**src/rtl/conv3d_pkg.sv**
```systemverilog
// Shared definitions for the 3D convolution datapath: default widths,
// tap-count helper, saturation helper and the output entry layout.
package conv3d_pkg;

  localparam int DEF_DATA_W = 32;
  localparam int DEF_ACC_W  = 48;

  typedef struct packed {
    logic                  last;
    logic [DEF_DATA_W-1:0] data;
  } vox_entry_t;

  typedef struct packed {
    logic                  ovf;
    logic [DEF_DATA_W-1:0] value;
  } sat_result_t;

  function automatic int calc_taps(input int kernel, input int in_ch);
    return kernel * kernel * kernel * in_ch;
  endfunction

  // Clamps a wide signed sum to data_w bits; the low data_w bits of value hold the result.
  function automatic sat_result_t sat_to_data(input logic signed [DEF_ACC_W-1:0] sum,
                                              input int data_w);
    logic signed [DEF_ACC_W-1:0] one;
    logic signed [DEF_ACC_W-1:0] max_v;
    logic signed [DEF_ACC_W-1:0] min_v;
    sat_result_t r;
    one   = {{(DEF_ACC_W-1){1'b0}}, 1'b1};
    max_v = (one <<< (data_w - 1)) - one;
    min_v = ~max_v;
    r.ovf   = 1'b0;
    r.value = sum[DEF_DATA_W-1:0];
    if (sum > max_v) begin
      r.ovf   = 1'b1;
      r.value = max_v[DEF_DATA_W-1:0];
    end else if (sum < min_v) begin
      r.ovf   = 1'b1;
      r.value = min_v[DEF_DATA_W-1:0];
    end
    return r;
  endfunction

endpackage

```
**src/rtl/conv3d_skid_fifo2.sv**
```systemverilog
// Two-entry valid/ready buffer with a registered head; the head keeps its
// last value while empty so downstream sees stable data.
module conv3d_skid_fifo2 #(
  parameter int W = 33
) (
  input  logic         clk,
  input  logic         rst,
  input  logic         push_valid,
  output logic         push_ready,
  input  logic [W-1:0] push_data,
  output logic         pop_valid,
  input  logic         pop_ready,
  output logic [W-1:0] pop_data
);

  // Handshake: a transfer happens on a side only when its valid and ready are both high at clk.
  logic [1:0]   count;
  logic [W-1:0] head;
  logic [W-1:0] tail;
  logic         push;
  logic         pop;

  assign pop_valid  = (count != 2'd0);
  assign pop        = pop_valid && pop_ready;
  assign push_ready = (count != 2'd2) || pop;
  assign push       = push_valid && push_ready;
  assign pop_data   = head;

  always_ff @(posedge clk) begin
    if (rst) begin
      count <= 2'd0;
      head  <= '0;
      tail  <= '0;
    end else begin
      case (count)
        2'd0: begin
          if (push) begin
            head  <= push_data;
            count <= 2'd1;
          end
        end
        2'd1: begin
          if (push && pop) begin
            head <= push_data;
          end else if (push) begin
            tail  <= push_data;
            count <= 2'd2;
          end else if (pop) begin
            count <= 2'd0;
          end
        end
        default: begin
          if (pop) begin
            head <= tail;
            if (push) tail <= push_data;
            else      count <= 2'd1;
          end
        end
      endcase
    end
  end

endmodule

```
**src/rtl/conv3d_tap_accumulator.sv**
```systemverilog
// Sums KERNEL^3*IN_CH signed tap products plus a bias per output voxel,
// saturates to DATA_W and buffers results behind a 2-entry output FIFO.
module conv3d_tap_accumulator
  import conv3d_pkg::*;
#(
  parameter int DATA_W  = DEF_DATA_W,
  parameter int ACC_W   = DEF_ACC_W,
  parameter int KERNEL  = 3,
  parameter int IN_CH   = 3,
  parameter int OUT_VOX = 16
) (
  input  logic              clk,
  input  logic              rst_n,
  input  logic              valid_in,
  output logic              ready_in,
  input  logic [DATA_W-1:0] prod_data,
  input  logic [DATA_W-1:0] bias_data,
  output logic              valid_out,
  input  logic              ready_out,
  output logic [DATA_W-1:0] output_data,
  output logic              last_out,
  output logic              sat_flag
);

  localparam int TAPS    = calc_taps(KERNEL, IN_CH);
  localparam int TAP_W   = (TAPS > 1) ? $clog2(TAPS) : 1;
  localparam int VOX_W   = (OUT_VOX > 1) ? $clog2(OUT_VOX) : 1;
  localparam int ENTRY_W = DATA_W + 1;
  localparam logic [TAP_W-1:0] LAST_TAP = TAP_W'(TAPS - 1);
  localparam logic [VOX_W-1:0] LAST_VOX = VOX_W'(OUT_VOX - 1);

  logic [TAP_W-1:0]            tap_cnt;
  logic [VOX_W-1:0]            vox_cnt;
  logic signed [ACC_W-1:0]     acc;
  logic signed [ACC_W-1:0]     prod_ext;
  logic signed [ACC_W-1:0]     bias_ext;
  logic signed [ACC_W-1:0]     sum;
  logic signed [DEF_ACC_W-1:0] sum_wide;
  sat_result_t                 sat_res;
  logic                        is_first;
  logic                        is_last;
  logic                        accept;
  logic                        push_valid;
  logic                        push_ready;
  logic [ENTRY_W-1:0]          push_entry;
  logic [ENTRY_W-1:0]          head_entry;

  assign is_first = (tap_cnt == '0);
  assign is_last  = (tap_cnt == LAST_TAP);
  assign prod_ext = {{(ACC_W-DATA_W){prod_data[DATA_W-1]}}, prod_data};
  assign bias_ext = {{(ACC_W-DATA_W){bias_data[DATA_W-1]}}, bias_data};

  // Tap 0 starts from the bias instead of the running sum, which also covers TAPS==1.
  assign sum      = (is_first ? bias_ext : acc) + prod_ext;
  assign sum_wide = DEF_ACC_W'(sum);
  assign sat_res  = sat_to_data(sum_wide, DATA_W);

  // Only the final tap of a window needs FIFO space.
  assign ready_in   = !is_last || push_ready;
  assign accept     = valid_in && ready_in;
  assign push_valid = valid_in && is_last;
  assign push_entry = {(vox_cnt == LAST_VOX), sat_res.value[DATA_W-1:0]};

  always_ff @(posedge clk) begin
    if (rst_n) begin
      tap_cnt  <= '0;
      vox_cnt  <= '0;
      acc      <= '0;
      sat_flag <= 1'b0;
    end else if (accept) begin
      if (is_last) begin
        tap_cnt <= '0;
        acc     <= '0;
        vox_cnt <= (vox_cnt == LAST_VOX) ? '0 : vox_cnt + 1'b1;
        if (sat_res.ovf) sat_flag <= 1'b1;
      end else begin
        tap_cnt <= tap_cnt + 1'b1;
        acc     <= sum;
      end
    end
  end

  conv3d_skid_fifo2 #(
    .W(ENTRY_W)
  ) u_out_fifo (
    .clk        (clk),
    .rst        (rst_n),
    .push_valid (push_valid),
    .push_ready (push_ready),
    .push_data  (push_entry),
    .pop_valid  (valid_out),
    .pop_ready  (ready_out),
    .pop_data   (head_entry)
  );

  assign last_out    = head_entry[DATA_W];
  assign output_data = head_entry[DATA_W-1:0];

endmodule

```
**config.mk**
```make
export PLATFORM = sky130hd
export DESIGN_NAME = conv3d_tap_accumulator
export DESIGN_NICKNAME = d
export VERILOG_FILES = /design/src/rtl/conv3d_pkg.sv /design/src/rtl/conv3d_skid_fifo2.sv /design/src/rtl/conv3d_tap_accumulator.sv
export SDC_FILE = /design/constraint.sdc
export NUM_CORES = 1
export LEC_CHECK = 0
export BUFFER_PORTS_ARGS = -buffer_cell sky130_fd_sc_hd__buf_2
export CORE_AREA = 2 2 168 170
export CTS_CLUSTER_SIZE = 12
export DETAILED_ROUTE_END_ITERATION = 8
export DIE_AREA = 0 0 170 172
export GPL_TIMING_DRIVEN = 0
export PLACE_DENSITY_LB_ADDON = 0.2
export SYNTH_ARGS = -nofsm -noshare
export SYNTH_HDL_FRONTEND = slang
export SYNTH_SLANG_ARGS = --single-unit
export TNS_END_PERCENT = 10
```
**constraint.sdc**
```tcl
create_clock -name clk -period 10.5 [get_ports clk]
set_clock_uncertainty 0.15 [all_clocks]
set_input_delay 2.1 -clock clk [delete_from_list [all_inputs] [get_ports clk]]
set_output_delay 2.1 -clock clk [all_outputs]
set_load 0.03 [all_outputs]
```
==> results of run 1 <==
-- cells in the final DEF, fill, tap and decap left out, types with 4 or more instances in the layout --
cell type                   count
sky130_fd_sc_hd__buf_2        121
sky130_fd_sc_hd__o21ai_2        4
sky130_fd_sc_hd__o21ai_1       20
sky130_fd_sc_hd__o211ai_1       8
sky130_fd_sc_hd__nor3_1        29
sky130_fd_sc_hd__nand2_1      112
sky130_fd_sc_hd__ha_1          50
sky130_fd_sc_hd__nand3b_1       4
sky130_fd_sc_hd__o21bai_1       4
sky130_fd_sc_hd__nor2_1       137
sky130_fd_sc_hd__a31oi_1        6
sky130_fd_sc_hd__nor4_1         7
sky130_fd_sc_hd__dfxtp_1      128
sky130_fd_sc_hd__inv_1         16
sky130_fd_sc_hd__nand3_1       19
sky130_fd_sc_hd__xnor2_1       24
sky130_fd_sc_hd__o211ai_2      33
sky130_fd_sc_hd__a21oi_2        7
sky130_fd_sc_hd__a211oi_1      12
sky130_fd_sc_hd__nand2b_1       7
sky130_fd_sc_hd__xor2_1        16
sky130_fd_sc_hd__a21oi_1      125
sky130_fd_sc_hd__a22oi_1       15
sky130_fd_sc_hd__clkbuf_1      48
sky130_fd_sc_hd__buf_6          9
sky130_fd_sc_hd__o221ai_2      30
sky130_fd_sc_hd__mux2_2        32
sky130_fd_sc_hd__or3_1          5
sky130_fd_sc_hd__clkbuf_16     17
sky130_fd_sc_hd__nand4_1       23
sky130_fd_sc_hd__a21o_1        33
sky130_fd_sc_hd__o21ai_0       26
sky130_fd_sc_hd__and2_1         6
sky130_fd_sc_hd__and3_1        36
-- flip-flops by register name (all words and copies together) (netlist names) --
signal,count
tap_cnt,7
vox_cnt,4
u_out_fifo.tail,33
acc,48
u_out_fifo.count,2
sat_flag,1
u_out_fifo.pop_data,33
-- power by group --
part           internal (W)  switching (W)
clock              0.000357       0.000247
sequential         0.000515      0.0000149
combinational      0.000227       0.000459
total               0.00110       0.000721
-- stage by stage --
step / cell area, um^2 / power (W) / utilization (%) / setup WS, ps / std cells
detailed placement: 10400 / 0.00122 / 37.8 / 3600 / 1585
CTS: 11000 / 0.00182 / 39.9 / 3590 / 1617
global route: 11000 / 0.00191 / 39.9 / 3170 / 1617
global placement: 10400 / 0.00121 / 37.8 / 3640 / 1585
finish: 11000 / 0.00182 / 39.9 / 3500 / 1617
floorplan: 9440 / 0.00102 / - / 4890 / 1138
-- worst max-delay path, stage by stage, from the launching register on --
cell and delay [ps]:
sky130_fd_sc_hd__dfxtp_1 400, sky130_fd_sc_hd__inv_1 60, sky130_fd_sc_hd__ha_1 210, sky130_fd_sc_hd__or4b_4 220, sky130_fd_sc_hd__or3_1 170, sky130_fd_sc_hd__clkbuf_1 600
sky130_fd_sc_hd__clkbuf_1 620, sky130_fd_sc_hd__mux2_2 440, sky130_fd_sc_hd__fa_1 480, sky130_fd_sc_hd__a211oi_2 330, sky130_fd_sc_hd__o211ai_1 220, sky130_fd_sc_hd__a21oi_1 630
sky130_fd_sc_hd__o21bai_1 290, sky130_fd_sc_hd__a2111o_1 470, sky130_fd_sc_hd__o211a_2 180, sky130_fd_sc_hd__nor3_1 380, sky130_fd_sc_hd__nand2b_1 190, sky130_fd_sc_hd__o21ai_2 270
sky130_fd_sc_hd__buf_2 390, sky130_fd_sc_hd__o221ai_2 150
-- cell type report --
type	count	area share [%]
Multi-Input combinational cell	917	58.7
Sequential cell	128	23.4
Timing Repair Buffer	101	4.61
Clock buffer	20	4.07
Tap cell	346	3.95
Buffer	77	3.55
Clock inverter	12	1.22
Inverter	16	0.548
-- logic make-up (layout without fill, tap and decap cells) --
group / count (synthesis) / in the layout / share of synthesized area (%)
flops: 128 / 128 / 27.1
fa+ha+maj: 51 / 51 / 6.84
mux: 35 / 35 / 4.13
buf+inv: 93 / 226 / 4.76
xor+xnor: 41 / 41 / 3.88
simple gates: 412 / 412 / 21.4
compound gates: 378 / 378 / 31.9
-- routing by layer --
layer | share of wire [%] | routed length [um]
met3 | 4.3 | 1420
met2 | 47 | 15500
met5 | 0 | 0
met4 | 2.4 | 798
met1 | 46 | 15100
-- worst max path at each step --
| stage | start | to | cells after the start |
|---|---|---|---|
| final | tap_cnt[0] | u_out_fifo.pop_data[16] | 19 |
| after global routing | tap_cnt[0] | u_out_fifo.pop_data[16] | 19 |
| after CTS | tap_cnt[0] | u_out_fifo.pop_data[16] | 19 |
| after detailed placement | bias_data[31] | u_out_fifo.pop_data[16] | 16 |
| after global placement | tap_cnt[0] | u_out_fifo.pop_data[16] | 19 |
| after floorplan | bias_data[31] | u_out_fifo.tail[0] | 15 |
==> results_tabular.tex, run 1 <==
\begin{tabular}{lr}
\hline
Metric & Value \\
\hline
\multicolumn{2}{l}{\textbf{Route}} \\
Wire per inst & about 20 um \\
Final WL & around 33 mm \\
Detailed-router iteration count before antenna repair & 4 \\
\# DRC & 0 \\
Via/cell ratio & between 5 and 6 \\
Residual antenna-violating net count after detailed routing & 0 \\
DR iter-0 viols & between 600 and 700 \\
Total via count after detailed routing & 9,216 \\
\multicolumn{2}{l}{\textbf{Yosys}} \\
Mapped Nets & between 1,000 and 1,500 \\
Number of enable-type register cells in the synthesized netlist & 0 \\
Most frequent cells after synthesis & sky130\_fd\_sc\_hd\_\_nor2\_1, sky130\_fd\_sc\_hd\_\_dfxtp\_1, sky130\_fd\_sc\_hd\_\_a21oi\_1 \\
Number of synthesis warnings & 0 \\
Flop and latch count out of synthesis & approximately 130 \\
Cell with the most instances after synthesis & sky130\_fd\_sc\_hd\_\_nor2\_1 \\
Async set-reset flop share out of synthesis & 0\% \\
Share of synthesized area occupied by flip-flops and latches & between 20\% and 30\% \\
Synthesized netlist cell count & between 1,000 and 1,500 \\
Average cell area after synthesis & between 8 and 9 um\^{}2 \\
Mapped Area & around 9400 um\^{}2 \\
Netlist cell types & 90 \\
Cell taking the most area after synthesis & sky130\_fd\_sc\_hd\_\_dfxtp\_1 \\
Cell types with the largest area share after synthesis & sky130\_fd\_sc\_hd\_\_dfxtp\_1, sky130\_fd\_sc\_hd\_\_a21oi\_1, sky130\_fd\_sc\_hd\_\_ha\_1 \\
Top\_reg\_cell synth & sky130\_fd\_sc\_hd\_\_dfxtp\_1 \\
Share of Yosys cell area claimed by the top area cell type & between 20 and 30\% \\
\multicolumn{2}{l}{\textbf{Clock network}} \\
Clock Pin Slew Worst Setup and Hold Paths & 70 ps \\
CTS buffer count & 17 \\
Number of clock sinks & roughly 130 \\
Clock root buffer master & sky130\_fd\_sc\_hd\_\_clkbuf\_16 \\
Number of hold buffers added after CTS & 0 \\
Clk Latency, worst-skew pair & $\sim$430 ps \\
Gates resized, CTS repair & 0 \\
Post CTS Setup Buffer Count & 0 \\
H-Tree Level Count & 4 \\
Clock tree from TritonCTS & yes \\
Maximum root-to-sink buffer count & 2 \\
\multicolumn{2}{l}{\textbf{Pwr}} \\
VDD IR max & $\sim$0.088 mV \\
Leakage power summed over all cells & between 4 and 5 nW \\
Power density cells & between 150 and 200 nW/um\^{}2 \\
\multicolumn{2}{l}{\textbf{Timing}} \\
Share of the clock period used by the worst path & 66.7\% \\
Slew headroom & between 30 and 40\% \\
Final count of pins violating max slew & 0 \\
Worst-margin pin slew & roughly 910 ps \\
Unrepaired setup endpoints after global routing & false \\
Shortest clock period the worst path allows after layout & between 7000 and 8000 ps \\
Aggregate negative setup slack & 0 ps \\
Achievable clock frequency & 143 MHz \\
Final setup violation count & 0 \\
Hold slack final & just over 300 ps \\
Count of final hold-check violations & 0 \\
\multicolumn{2}{l}{\textbf{Floorplan}} \\
Number of top-level design ports & around 100 \\
Total core area & 27,500 um\^{}2 \\
Die X & roughly 170 um \\
Die height & roughly 170 um \\
Rows & 61 \\
Effective utilization at floorplan & between 30\% and 40\% \\
Full die area & slightly below 30,000 um\^{}2 \\
\multicolumn{2}{l}{\textbf{Cells and area}} \\
Area occupied by multi-input gates & $\sim$6400 um\^{}2 \\
Net count of the finished layout & $\sim$1,400 \\
Share of cells above drive strength 1 & 23.7\% \\
Antenna Cells & 0 \\
Reg area & about 2600 um\^{}2 \\
Synth-to-layout area growth & 16.1\% \\
Final-layout fill cell count & about 2,900 \\
\multicolumn{2}{l}{\textbf{Worst setup path}} \\
Terminus of the critical flop-to-flop path & u\_out\_fifo.pop\_data[16] \\
Highest fanout seen on the critical path & 10 \\
Number of cells on the worst reg-to-reg path & 19 \\
Critical path endpoint category & register \\
Category of the most critical setup path & reg -> reg \\
Register-to-register setup slack & between 3000 and 4000 ps \\
Endpoint required time on the critical path & 10,630 ps \\
Launching point of the worst reg2reg path & tap\_cnt[0] \\
Kind of start point of the critical path & register \\
Signal arrival time at the worst endpoint & 7130 ps \\
\multicolumn{2}{l}{\textbf{Global routing}} \\
Total congestion overflow after global routing & 0 \\
Number of global-route vias before repair & approximately 8,900 \\
Met2 routing resource usage after global routing & 38.5\% \\
M1 GR Usage & between 20 and 30\% \\
Global-route layer with the greatest usage & met2 \\
Met3 demand-to-capacity share in global routing & around 3.2\% \\
Maximum number of pins on one net before global-route repair & 18 \\
First-pass GRT wire length & just over 50 mm \\
Number of antenna violations at the first check in global routing & 1 \\
Total routing usage reported by global routing & between 20\% and 30\% \\
\multicolumn{2}{l}{\textbf{Min path}} \\
Tightest Hold Check Type & reg -> reg \\
Sink of the worst hold path & acc[0] \\
Critical hold path startpoint & acc[0] \\
Count of cells along the worst hold path & 2 \\
\multicolumn{2}{l}{\textbf{Placement}} \\
Quantity of I/O buffers inserted on ports & 101 \\
Post-DP HPWL & 26.4 mm \\
Routability cong. & roughly 0.96 \\
\multicolumn{2}{l}{\textbf{Status}} \\
Run status & finished clean \\
\multicolumn{2}{l}{\textbf{Flow run}} \\
\# Max-Cap Violations & 0 \\
\hline
\end{tabular}
Power figures use the tool's default switching activity.
==> run 2, diff against run 1 <==
Settings changed: ABC_AREA set to 1, CORE_AREA 2 2 168 170 to 2 2 174 176, DIE_AREA 0 0 170 172 to 0 0 176 178.
Clock period 10.5 ns to 6.22 ns, I/O delays scaled along.
==> results_tabular.tex, run 2 <==
\begin{tabular}{lr}
\hline
Metric & Value \\
\hline
\multicolumn{2}{l}{\textbf{Status}} \\
Run status & finished clean \\
\multicolumn{2}{l}{\textbf{Clock network}} \\
Clock tree from TritonCTS & yes \\
Clock Pin Slew Worst Setup and Hold Paths & 70 ps (about the same) \\
Clock root buffer master & sky130\_fd\_sc\_hd\_\_clkbuf\_16 \\
CTS buffer count & 17 (unchanged) \\
Post CTS Setup Buffer Count & 0 (unchanged) \\
Number of clock sinks & 128 (unchanged) \\
Maximum root-to-sink buffer count & 2 (unchanged) \\
H-Tree Level Count & 4 (unchanged) \\
Clk Latency, worst-skew pair & 430 ps (about the same) \\
Number of hold buffers added after CTS & 0 (unchanged) \\
Gates resized, CTS repair & 0 (unchanged) \\
\multicolumn{2}{l}{\textbf{Yosys}} \\
Cell with the most instances after synthesis & sky130\_fd\_sc\_hd\_\_nand2\_1 \\
Mapped Nets & 1,862 (+48\%) \\
Share of Yosys cell area claimed by the top area cell type & 25.3\% (-1.8 points) \\
Mapped Area & 10,100 um\^{}2 (+7.2\%) \\
Async set-reset flop share out of synthesis & 0\% (unchanged) \\
Number of synthesis warnings & 0 (unchanged) \\
Flop and latch count out of synthesis & 128 (unchanged) \\
Average cell area after synthesis & 5.81 um\^{}2 (-30\%) \\
Cell types with the largest area share after synthesis & sky130\_fd\_sc\_hd\_\_dfxtp\_1, sky130\_fd\_sc\_hd\_\_nand2\_1, sky130\_fd\_sc\_hd\_\_inv\_1 \\
Netlist cell types & 44 (-51\%) \\
Cell taking the most area after synthesis & sky130\_fd\_sc\_hd\_\_dfxtp\_1 \\
Synthesized netlist cell count & 1,743 (+53\%) \\
Top\_reg\_cell synth & sky130\_fd\_sc\_hd\_\_dfxtp\_1 \\
Share of synthesized area occupied by flip-flops and latches & 25.3\% (-1.8 points) \\
Most frequent cells after synthesis & sky130\_fd\_sc\_hd\_\_nand2\_1, sky130\_fd\_sc\_hd\_\_inv\_1, sky130\_fd\_sc\_hd\_\_nor2\_1 \\
Number of enable-type register cells in the synthesized netlist & 0 (unchanged) \\
\multicolumn{2}{l}{\textbf{Route}} \\
Wire per inst & 15.7 um (-23\%) \\
Detailed-router iteration count before antenna repair & 5 (+1) \\
Via/cell ratio & 4.79 (-16\%) \\
DR iter-0 viols & 889 (+28\%) \\
Total via count after detailed routing & 10,900 (+18\%) \\
\# DRC & 0 (unchanged) \\
Residual antenna-violating net count after detailed routing & 0 (unchanged) \\
Final WL & 35.6 mm (+8.4\%) \\
\multicolumn{2}{l}{\textbf{Worst setup path}} \\
Crit path buf inv count & 7 (+3) \\
Kind of start point of the critical path & register \\
Signal arrival time at the worst endpoint & 5610 ps (-1520 ps) \\
Critical path endpoint category & register \\
Highest fanout seen on the critical path & 10 (unchanged) \\
Launching element of the worst setup path & tap\_cnt[0] \\
Launching point of the worst reg2reg path & tap\_cnt[0] \\
Endpoint required time on the critical path & 6370 ps (-4260 ps) \\
Max incr delay on CP & 580 ps (-50 ps) \\
CP dominant cell by count & sky130\_fd\_sc\_hd\_\_nand2\_1 \\
Category of the most critical setup path & reg -> reg \\
Critical Path Slowest Stage Cell & sky130\_fd\_sc\_hd\_\_clkbuf\_1 \\
Kind of cell adding the most delay to the critical path & simple AND/OR/NAND/NOR gates \\
\multicolumn{2}{l}{\textbf{Global routing}} \\
Global-route layer with the greatest usage & met2 \\
Total routing usage reported by global routing & 22.9\% (+0.44 points) \\
Number of antenna violations at the first check in global routing & 0 (-1) \\
Number of global-route vias before repair & 10,100 (+14\%) \\
M1 GR Usage & 32.7\% (+3.5 points) \\
Total congestion overflow after global routing & 0 (unchanged) \\
Maximum number of pins on one net before global-route repair & 18 (unchanged) \\
Met3 demand-to-capacity share in global routing & 2.92\% (-0.24 points) \\
First-pass GRT wire length & 55.0 mm (+9.2\%) \\
Met2 routing resource usage after global routing & 36.1\% (-2.4 points) \\
\multicolumn{2}{l}{\textbf{Timing}} \\
Achievable clock frequency & 183 MHz (+28\%) \\
Final setup violation count & 0 (unchanged) \\
Share of the clock period used by the worst path & 87.8\% (+21 points) \\
Hold slack final & 307 ps (+2.97 ps) \\
Final count of pins violating max slew & 0 (unchanged) \\
Worst-margin pin slew & 758 ps (-155 ps) \\
Aggregate negative setup slack & 0 ps (unchanged) \\
Unrepaired setup endpoints after global routing & false \\
Slew headroom & 49.5\% (+10 points) \\
Shortest clock period the worst path allows after layout & 5460 ps (-1540 ps) \\
Count of final hold-check violations & 0 (unchanged) \\
\multicolumn{2}{l}{\textbf{Floorplan}} \\
Effective utilization at floorplan & 34.4\% (+0.060 points) \\
Number of top-level design ports & 104 (unchanged) \\
Die height & 178 um (+3.5\%) \\
Total core area & 29,400 um\^{}2 (+7.0\%) \\
Full die area & 31,300 um\^{}2 (+7.1\%) \\
Rows & 63 (+3.3\%) \\
Die X & 176 um (+3.5\%) \\
\multicolumn{2}{l}{\textbf{Cells and area}} \\
Net count of the finished layout & 1,983 (+44\%) \\
Synth-to-layout area growth & 15.8\% \\
Max FFs per register & 48 (unchanged) \\
Antenna Cells & 0 (unchanged) \\
Cell area after layout & 11,700 um\^{}2 (+6.9\%) \\
Leading cell types in the layout, fill and taps excluded & sky130\_fd\_sc\_hd\_\_nand2\_1, sky130\_fd\_sc\_hd\_\_inv\_1, sky130\_fd\_sc\_hd\_\_nor2\_1 \\
Final-layout fill cell count & 3,289 (+14\%) \\
Util after Layout & 39.9\% (about the same) \\
Most common cell after layout, fill and taps aside & sky130\_fd\_sc\_hd\_\_nand2\_1 \\
Register name with the most flops & acc \\
Share of cells above drive strength 1 & 10.5\% (-13 points) \\
\multicolumn{2}{l}{\textbf{Pwr}} \\
Leakage power summed over all cells & 6.33 nW (+35\%) \\
Total chip power & 0.00336 W (+85\%) \\
Power density cells & 287 nW/um\^{}2 (+73\%) \\
VDD IR max & 0.145 mV (+64\%) \\
\multicolumn{2}{l}{\textbf{Min path}} \\
Tightest Hold Check Type & reg -> reg \\
Critical hold path startpoint & u\_out\_fifo.pop\_data[20] \\
\multicolumn{2}{l}{\textbf{Placement}} \\
Routability cong. & 0.951 (-1.2\%) \\
Standard cell area after detailed placement & 11,100 um\^{}2 (+7.1\%) \\
Post-DP HPWL & 28.9 mm (+9.5\%) \\
Quantity of I/O buffers inserted on ports & 102 (+0.99\%) \\
\multicolumn{2}{l}{\textbf{Flow run}} \\
\# Max-Cap Violations & 0 (unchanged) \\
\hline
\end{tabular}
[run 2: logic make-up (layout without fill, tap and decap cells)]
logic type               Yosys count  in the layout  share of synthesized area [%]
flip-flops                       128            128                           25.3
AO/OA/AOI/OAI                    198            198                           10.9
XOR/XNOR                          30             30                           2.60
buffers and inverters            336            470                           13.9
AND/OR/NAND/NOR                 1000           1000                           40.9
adder cells (fa/ha/maj)           51             51                           6.38
[run 2: cell type report]
cell class                      count  area (um^2)  share of cell area [%]
Multi-Input combinational cell   1279         6160                    52.5
Buffer                             64          383                    3.27
Tap cell                          390          488                    4.16
Clock buffer                       18          439                    3.75
Timing Repair Buffer              102          510                    4.36
Inverter                          272         1020                    8.72
Clock inverter                     14          159                    1.36
Sequential cell                   128         2560                    21.9
[run 2: report_power, final]
group	internal, W	switching (W)
registers	0.000872	0.0000257
clock network	0.000608	0.000430
logic	0.000458	0.000971
[run 2: per-layer routing]
| layer | vias to the layer above | wire, um |
|---|---|---|
| li1 | 5668 | - |
| met1 | 4853 | 17900 |
| met2 | 290 | 15300 |
| met3 | 39 | 1690 |
| met4 | 0 | 771 |
| met5 | - | 0 |
[run 2: final timing paths]
path	end	slack [ps]	depth (start not counted)
max	u_out_fifo.pop_data[15]	760	29
min	u_out_fifo.pop_data[20]	310	2
max reg2reg	u_out_fifo.pop_data[15]	760	29
min reg2reg	u_out_fifo.pop_data[20]	310	2
[run 2: stage by stage]
| step | setup slack, ps | instances |
|---|---|---|
| 4_1_cts | 890 | 2267 |
| 3_5_place_dp | 932 | 2235 |
| 2_1_floorplan | 2160 | 1743 |
| 6_report | 756 | 2267 |
| 3_3_place_gp | 941 | 2235 |
| 5_1_grt | 417 | 2267 |
[run 2: tightest hold or removal path: cells and delay by family (launching register included)]
kind | cells | cell delay [ps]
AOI/OAI and AO/OA | 1 | 50
DFF | 1 | 300
and+or+nand+nor | 1 | 50
